--- src/rtl/dsp_pkg.sv ---
// Shared types and constants for the dsp_div iterative divider.
// Latency: n/a (declarations only).
// Backpressure: n/a (declarations only).
package dsp_pkg;

   // Default operand width of the DSP product stream.
   localparam int DSP_DW = 8;

   // One quotient bit is produced per iteration, so a 2*DW-bit dividend
   // needs 2*DW iterations.
   localparam int DIV_ITERS = 2 * DSP_DW;

   // Bit positions inside m_tstatus.
   localparam int DBZ_BIT = 0;
   localparam int OVF_BIT = 1;

   typedef enum logic [1:0] {
      IDLE = 2'd0,
      DIV  = 2'd1,
      FIX  = 2'd2,
      DONE = 2'd3
   } dsp_div_state_t;

   // Iteration count for an arbitrary operand width.
   function automatic int div_iters(input int dw);
      return 2 * dw;
   endfunction

endpackage

--- src/rtl/dsp_div_step.sv ---
// One restoring shift-subtract iteration of the dsp_div divider.
// Latency: purely combinational.
// Backpressure: none; evaluated every cycle, consumed only while dividing.
//
// Ports:
//   rem_in  [DW:0]  partial remainder (magnitude)
//   bit_in          next dividend bit shifted into the remainder
//   dvs     [DW:0]  divisor magnitude
//   rem_out [DW:0]  next partial remainder
//   q_bit           quotient bit produced by this iteration
module dsp_div_step
   import dsp_pkg::*;
#(
   parameter int DW = DSP_DW
) (
   input  logic [DW:0] rem_in,
   input  logic        bit_in,
   input  logic [DW:0] dvs,
   output logic [DW:0] rem_out,
   output logic        q_bit
);

   logic [DW+1:0] shifted;
   logic [DW+2:0] diff;
   logic [1:0]    unused_bits;

   assign shifted = {rem_in, bit_in};

   // One extra bit on top so the borrow of the trial subtraction is explicit.
   assign diff = {1'b0, shifted} - {2'b00, dvs};

   assign q_bit   = ~diff[DW+2];
   assign rem_out = q_bit ? diff[DW:0] : shifted[DW:0];

   // With a non-zero divisor the kept remainder is below 2^(DW-1), so these
   // top bits never carry information; with a zero divisor the result is
   // discarded anyway.
   assign unused_bits = {diff[DW+1], shifted[DW+1]};

endmodule

--- src/rtl/dsp_div.sv ---
// Iterative signed divider (restoring, one quotient bit per clock) that
// recovers quotient/remainder from a 2*DW-bit product and a DW-bit divisor.
// Latency: m_tvalid rises 2*DW+1 clocks after the input handshake edge.
// Backpressure: one op in flight; s_tready only in IDLE; result held until m_tready.
//
// Ports:
//   clk, rst                 clock and synchronous active-low reset
//   s_tvalid/s_tready        input handshake
//   s_tdividend [2*DW-1:0]   signed dividend
//   s_tdivisor  [DW-1:0]     signed divisor
//   m_tvalid/m_tready        output handshake
//   m_tquot     [2*DW-1:0]   signed quotient, truncated toward zero
//   m_trem      [DW-1:0]     signed remainder, sign of the dividend
//   m_tstatus   [1:0]        {ovf, dbz}; only when DSP_DIV_STATUS_EN is defined
module dsp_div
   import dsp_pkg::*;
#(
   parameter int DW = DSP_DW
) (
   input  logic            clk,
   input  logic            rst,
   input  logic            s_tvalid,
   output logic            s_tready,
   input  logic [2*DW-1:0] s_tdividend,
   input  logic [DW-1:0]   s_tdivisor,
   output logic            m_tvalid,
   input  logic            m_tready,
   output logic [2*DW-1:0] m_tquot,
   output logic [DW-1:0]   m_trem
`ifdef DSP_DIV_STATUS_EN
   ,
   output logic [1:0]      m_tstatus
`endif
);

   localparam int ITERS = div_iters(DW);
   localparam int CW    = $clog2(ITERS);
   localparam logic [CW-1:0] LAST_ITER = CW'(ITERS - 1);

   dsp_div_state_t state, state_nxt;

   // Working registers. The dividend register shifts left each iteration and
   // collects quotient bits at its LSB, so it ends up holding |quotient|.
   logic [2*DW-1:0] dvd_q;
   logic [DW:0]     dvs_q;
   logic [DW:0]     prem_q;
   logic [CW-1:0]   cnt_q;
   logic            sgn_dvd_q;
   logic            sgn_dvs_q;
   logic            dbz_q;
`ifdef DSP_DIV_STATUS_EN
   logic            ovf_q;
   logic            in_ovf;
`endif

   logic            accept;
   logic            last_iter;
   logic            s_tready_nxt;
   logic            m_tvalid_nxt;

   logic [2*DW-1:0] dvd_abs;
   logic [DW:0]     dvs_ext;
   logic [DW:0]     dvs_abs;
   logic            in_dbz;

   logic [DW:0]     step_rem;
   logic            step_q;

   logic [2*DW-1:0] quot_res;
   logic [DW-1:0]   rem_mag;
   logic [DW-1:0]   rem_res;

   assign accept    = (state == IDLE) && s_tvalid && s_tready;
   assign last_iter = (cnt_q == LAST_ITER);

   // ---------------- operand conditioning ----------------
   // The divisor is sign-extended by one bit first so that -2^(DW-1) has an
   // exact magnitude.
   always_comb begin
      dvd_abs = s_tdividend[2*DW-1] ? (~s_tdividend + 1'b1) : s_tdividend;
      dvs_ext = {s_tdivisor[DW-1], s_tdivisor};
      dvs_abs = dvs_ext[DW] ? (~dvs_ext + 1'b1) : dvs_ext;
      in_dbz  = (s_tdivisor == '0);
   end

`ifdef DSP_DIV_STATUS_EN
   assign in_ovf = (s_tdividend == {1'b1, {(2*DW-1){1'b0}}}) &&
                   (s_tdivisor == {DW{1'b1}});
`endif

   // ---------------- single shared iteration stage ----------------
   dsp_div_step #(.DW(DW)) u_step (
      .rem_in  (prem_q),
      .bit_in  (dvd_q[2*DW-1]),
      .dvs     (dvs_q),
      .rem_out (step_rem),
      .q_bit   (step_q)
   );

   // ---------------- sign fix-up ----------------
   // The overflow case needs no special path: |-2^(2DW-1)| / 1 leaves
   // 0x80..0 in the quotient register, which already is the wrapped result.
   always_comb begin
      quot_res = (sgn_dvd_q ^ sgn_dvs_q) ? (~dvd_q + 1'b1) : dvd_q;
      rem_mag  = prem_q[DW-1:0];
      rem_res  = sgn_dvd_q ? (~rem_mag + 1'b1) : rem_mag;
      if (dbz_q) begin
         quot_res = '0;
         rem_res  = '0;
      end
   end

   // ---------------- FSM: state register ----------------
   always_ff @(posedge clk) begin
      if (!rst) begin
         state <= IDLE;
      end else begin
         state <= state_nxt;
      end
   end

   // ---------------- FSM: next state ----------------
   always_comb begin
      state_nxt = state;
      case (state)
         IDLE: if (accept) state_nxt = DIV;
         DIV:  if (last_iter) state_nxt = FIX;
         FIX:  state_nxt = DONE;
         DONE: if (m_tvalid && m_tready) state_nxt = IDLE;
         default: state_nxt = IDLE;
      endcase
   end

   // ---------------- FSM: outputs ----------------
   // Handshake outputs are decoded from the next state and registered, so
   // they change on the same edge as the state they describe.
   always_comb begin
      s_tready_nxt = (state_nxt == IDLE);
      m_tvalid_nxt = (state_nxt == DONE);
   end

   always_ff @(posedge clk) begin
      if (!rst) begin
         s_tready <= 1'b0;
         m_tvalid <= 1'b0;
      end else begin
         s_tready <= s_tready_nxt;
         m_tvalid <= m_tvalid_nxt;
      end
   end

   // ---------------- datapath ----------------
   always_ff @(posedge clk) begin
      if (!rst) begin
         dvd_q     <= '0;
         dvs_q     <= '0;
         prem_q    <= '0;
         cnt_q     <= '0;
         sgn_dvd_q <= 1'b0;
         sgn_dvs_q <= 1'b0;
         dbz_q     <= 1'b0;
         m_tquot   <= '0;
         m_trem    <= '0;
`ifdef DSP_DIV_STATUS_EN
         ovf_q     <= 1'b0;
         m_tstatus <= '0;
`endif
      end else begin
         case (state)
            IDLE: begin
               if (accept) begin
                  dvd_q     <= dvd_abs;
                  dvs_q     <= dvs_abs;
                  prem_q    <= '0;
                  cnt_q     <= '0;
                  sgn_dvd_q <= s_tdividend[2*DW-1];
                  sgn_dvs_q <= s_tdivisor[DW-1];
                  dbz_q     <= in_dbz;
`ifdef DSP_DIV_STATUS_EN
                  ovf_q     <= in_ovf;
`endif
               end
            end
            DIV: begin
               dvd_q  <= {dvd_q[2*DW-2:0], step_q};
               prem_q <= step_rem;
               cnt_q  <= cnt_q + 1'b1;
            end
            FIX: begin
               m_tquot <= quot_res;
               m_trem  <= rem_res;
`ifdef DSP_DIV_STATUS_EN
               m_tstatus[DBZ_BIT] <= dbz_q;
               m_tstatus[OVF_BIT] <= ovf_q;
`endif
            end
            default: ;
         endcase
      end
   end

endmodule

--- config.mk ---
export PLATFORM = sky130hd
export DESIGN_NAME = dsp_div
export DESIGN_NICKNAME = d
export VERILOG_FILES = /design/src/rtl/dsp_pkg.sv /design/src/rtl/dsp_div_step.sv /design/src/rtl/dsp_div.sv
export SDC_FILE = /design/constraint.sdc
export NUM_CORES = 1
export LEC_CHECK = 0
export CAP_MARGIN = 20
export CORE_MARGIN = 8
export CORE_UTILIZATION = 59
export DETAILED_ROUTE_END_ITERATION = 12
export HOLD_SLACK_MARGIN = 0.02
export MAX_ROUTING_LAYER = met4
export PLACE_DENSITY = 0.94
export SLEW_MARGIN = 40
export SYNTH_ARGS = -nofsm -noshare
export SYNTH_HDL_FRONTEND = slang
export SYNTH_SLANG_ARGS = --single-unit
--- constraint.sdc ---
create_clock -name clk -period 6.05 [get_ports clk]
set_input_delay 1.21 -clock clk [delete_from_list [all_inputs] [get_ports clk]]
set_output_delay 1.21 -clock clk [all_outputs]
set_load 0.05 [all_outputs]
# Word level (Yosys, flattened, before mapping)
# Index checks and enable logic that the tools add are counted.
[totals] regBits=69 inputBits=28 out_inout_bits=26 word_cells=56
[classes] n_addsub=6 n_eq_ne=6 mux=17 n_bitwise=6 n_reduce_logical=9
[ops] operator="$mux W16" n=4
[ops] operator="$add A16 B1 Y16 const B" n=2
[ops] operator="$not A16 Y16" n=2
[ops] operator="$pmux W16 S2" n=1
[ops] operator="$mux W9" n=3
[ops] operator="$pmux W9 S2" n=1
[ops] operator="$mux W8" n=2
[ops] operator="$sub A10 B9 Y11" n=1
[ops] operator="$add A9 B1 Y9 const B" n=1
[ops] operator="$not A9 Y9" n=1
[ops] operator="$add A8 B1 Y8 const B" n=1
[ops] operator="$logic_not A8 Y1" n=1
[ops] operator="$not A8 Y8" n=1
[ops] operator="$pmux W2 S4" n=1
[ops] operator="$pmux W4 S2" n=1
[ops] operator="$eq A2 B2 Y1 const B" n=3
[ops] operator="$mux W2" n=3
[ops] operator="$add A4 B1 Y4 const B" n=1
[ops] operator="$eq A4 B4 Y1 const B" n=1
[ops] operator="$logic_not A2 Y1" n=2
[ops] operator="$mux W4" n=1
[ops] operator="$reduce_and A2 Y1" n=2
[ops] operator="$logic_and A1 B1 Y1" n=3
[ops] operator="$eq A2 B1 Y1 const B" n=1
[ops] operator="other kinds (4)" n=4

# Logic depth before layout (Yosys ltp)
[logic_depth] word_depth=6 mapped_depth=11 depth_no_buf=10

# By module
# A second synthesis with hierarchy kept.
[hier_totals] hier_cells=480 hier_area_um2=3881.2
[modules_own_cells] module="dsp_div" instances=1 cells_per_inst=412 area_per_inst_um2=3394.5 seq_area_each_um2=1381.3
[modules_own_cells] module="dsp_div_step" instances=1 cells_per_inst=68 area_per_inst_um2=486.7 seq_area_each_um2=0.0

# Worst setup path after synthesis
# Ideal clock, no wire load.
[synth_path] path_type="input-to-reg" startpoint="input port s_tdividend[8]" endpoint="register dvd_q[14]" setup_ps=115 arrival_time_ps=2518 required_time_ps=5935 setup_slack_ps=3417 stages=6 path_cell_list="or3_4 or3_4 o31ai_4 xor2_1 o21ai_1 and2_1"
[synth_between] elab_chain_len=5
[synth_rtl] item="start, declared" line_no="dsp_div.sv:24" source="input logic [2*DW-1:0] s_tdividend,"
[synth_rtl] item="$not A16 Y16" line_no="dsp_div.sv:80" source="dvd_abs = s_tdividend[2*DW-1] ? (~s_tdividend + 1'b1) : s_tdividend;"
[synth_rtl] item="$add A16 B1 Y16" line_no="dsp_div.sv:80"
[synth_rtl] item="$mux W16" line_no="dsp_div.sv:80"
[synth_rtl] item="$mux W16" line_no="dsp_div.sv:171" source="if (accept) begin"
[synth_rtl] item="$pmux W16 S2" line_no="dsp_div.sv:169" source="case (state)"
[synth_rtl] item="end signal, assigned" line_no="dsp_div.sv:172" source="dvd_q <= dvd_abs;"
[synth_rtl] item="end signal, assigned" line_no="dsp_div.sv:185" source="dvd_q <= {dvd_q[2*DW-2:0], step_q};"
[synth_rtl] item="end, declared" line_no="dsp_div.sv:44" source="logic [2*DW-1:0] dvd_q;"
# Every way passes these cells. The select of a mux whose other input is x is not followed.
# A chain may end at the register's enable or synchronous reset.

# Worst setup path in the final report
[layout_path] startpoint="input port s_tdividend[2]" endpoint="register dvd_q[11]"
# The elaborated chain is that of the path after synthesis.

==> metrics.txt <==
GP Congestion=between 0.8 and 0.9; top cells by area, synth=dfxtp_1, xor2_1, nand2_1, xnor2_1, ha_1; Vias/cell=just over 6; post-layout util=just over 70%; Post-synth EDFFs=0; top_reg_cell synth=dfxtp_1; area grow syn2layout=18.9%; R2R cell count=11; die width=97.1 um; Overall Power=between 1 and 1.5 mW; critical path required time=6.28 ns; TritonCTS Buffers=9; Root Driver=clkbuf_8; routed wire length per instance=~16 um; Tmin final=between 2 and 3 ns; top-area cell type share of the netlist area=around 36%; slew margin rel.=~45%; first-pass GRT wire length=around 16000 um; layout cells sized above 1=6.04%; Synth async-reset ratio=0%; # fillers=~460; core box area=roughly 0.0063 mm2; final WL=roughly 9600 um; syn avg cell area=~8.3 um2; mapped cell area=between 0.003 and 0.004 mm2; TNS Setup=0 ns; Final Max Slew Viols=0; worst hold path class=register to register; crit end category=register; Worst Tran Pin Value=a little over 0.8 ns; maxcap violations=0; total setup buffers inserted after CTS=0; initial DRC count=approximately 300; clk buf depth=2; status=complete, no violations; GRT Util Overall=20.9%; detailed placer's ending HPWL=around 7000 um; Leak=1.69 nW; Cells after Synth=466; starting density of the core=61.1%; Yosys reg bits=69; via count=about 3600; Reg area=0.00138 mm2; Critical Path End=dvd_q[11]; most common library cells after synthesis=dfxtp_1, nand2_1, nor2_1; dpl ws=2.51 ns; clock sinks=69; NumNets Final=between 500 and 600; setup violators final=0; area of the multi-input gates=0.00231 mm2; Worst-Skew Late Latency=about 0.35 ns; die area=around 0.0094 mm2; worst-path maximum fanout=5; sequential share of the synthesized area=roughly 36%; I/O Pins=54; gr ovfl total=0; clk_skew=~0.012 ns; Site Rows=29; Setup crit start kind=input port; Fin Hold WS=~0.46 ns; Arrival @ worst endpoint=roughly 3.2 ns; Setup crit start=s_tdividend[2]; top-count cell post-synth=dfxtp_1; Unique masters post-synth=50; remaining antenna violation count=0; pin count of the biggest net entering global routing=31; hold bufs inserted after CTS=0; area leader, netlist=dfxtp_1; TritonCTS clock tree=done; Die Height=~97 um; Antenna diodes=0; Reg-to-Reg Start=dvd_q[15]; Max VDD drop=between 0.15 and 0.2 mV; unrepaired setup endpoints after global routing=false; Setup WS post-layout=a little over 3 ns; Peak Freq=roughly 330 MHz; CP Class=input port to register; FF-to-FF End=prem_q[0]; Power Density=251 mW/mm2; Port Buffers=53; CTS clock-pin slew for the worst setup and hold paths=about 0.070 ns; final worst path period share=roughly 50%; Mapped Nets=approximately 510; H-tree depth=3; Syn. warnings=0; initial antenna violation count=0; R2R Setup Slk=between 3 and 4 ns; DRC=0; drt pass-1 iters=5; post-cts resize count=0; vias in the first global route=3427; Fin. Hold Viols=0
==> worst min path at each step <==
stage,from,to,slack (ns),depth (start not counted)
finish,m_tquot[12],m_tquot[12],0.46,2
global route,m_tquot[9],m_tquot[9],0.49,2
CTS,m_tquot[8],m_tquot[8],0.47,2
detailed placement,m_tquot[11],m_tquot[11],0.45,2
global placement,m_tquot[11],m_tquot[11],0.44,2
floorplan,dvs_q[0],dvs_q[0],0.44,2
==> layer usage <==
layer	track usage [%]	vias up	share of wire [%]
met5	-	-	0
met4	7.34	0	1.8
met3	6.26	24	8.2
met2	33.1	168	47
met1	24.6	1642	43
li1	-	1727	-
==> cell usage in the layout, fill, tap and decap left out, types with 2 or more instances in the layout <==
master            n
dfxtp_1          69
nand2_1          52
clkdlybuf4s50_1  52
nor2_1           35
o21ai_0          25
xor2_1           24
xnor2_1          22
inv_1            21
a21oi_1          20
a22oi_1          19
nor2b_1          15
ha_1             14
o31ai_1          12
clkbuf_8         12
nor3_1           10
and2_1            9
mux2i_1           8
or3_1             7
a31oi_1           7
o2bb2ai_1         7
nand2b_1          6
a211oi_1          6
nand3_1           5
nor4_1            5
nor3_2            4
o21ai_1           4
buf_4             4
nand3b_1          3
a221oi_1          3
a21o_1            3
nand4_1           3
a21boi_0          3
o22ai_1           2
o21a_1            2
or3_4             2
clkinvlp_4        2
==> through the flow <==
| step | instances | cell area (um2) |
|---|---|---|
| 6_report | 590 | 4610 |
| 2_1_floorplan | 466 | 3880 |
| 4_1_cts | 589 | 4600 |
| 3_3_place_gp | 574 | 4410 |
| 3_5_place_dp | 574 | 4420 |
| 5_1_grt | 590 | 4610 |
==> worst max-delay path, cell delays in order <==
cell and delay, ns:
clkdlybuf4s50_1 0.49, nor3_2 0.24, nand3b_1 0.22, o41ai_1 0.51, xor2_1 0.26, o21ai_0 0.10, and2_1 0.19
==> final cells by class <==
type                    count  share of cell area [%]
clock buffers              12                    3.58
clock inverters             3                   0.434
inverters                  22                    1.79
multi-input cells         350                    50.1
flip-flops and latches     69                    30.0
well taps                  77                    2.09
repair buffers             57                    12.1
==> cells by family (layout without fill, tap and decap cells) <==
logic type | after synthesis | in the layout | synth area share [%]
simple gates | 158 | 158 | 19.8
compound gates | 122 | 122 | 21.6
flops | 69 | 69 | 35.6
buf+inv | 47 | 94 | 5.16
xor+xnor | 46 | 46 | 10.4
fa+ha+maj | 15 | 15 | 5.03
mux | 9 | 9 | 2.36
==> where the power goes <==
group          switching (mW)  total, mW  internal, mW
clock                   0.174      0.353         0.179
combinational           0.166      0.305         0.139
sequential             0.0255      0.498         0.473
==> state kept, by name, summed over array words and instances, names as in the netlist, 2 cells and up <==
name	flops
dvd_q	16
m_tquot	16
dvs_q	9
prem_q	9
m_trem	8
cnt_q	4
state	2
Power figures use the tool's default switching activity.
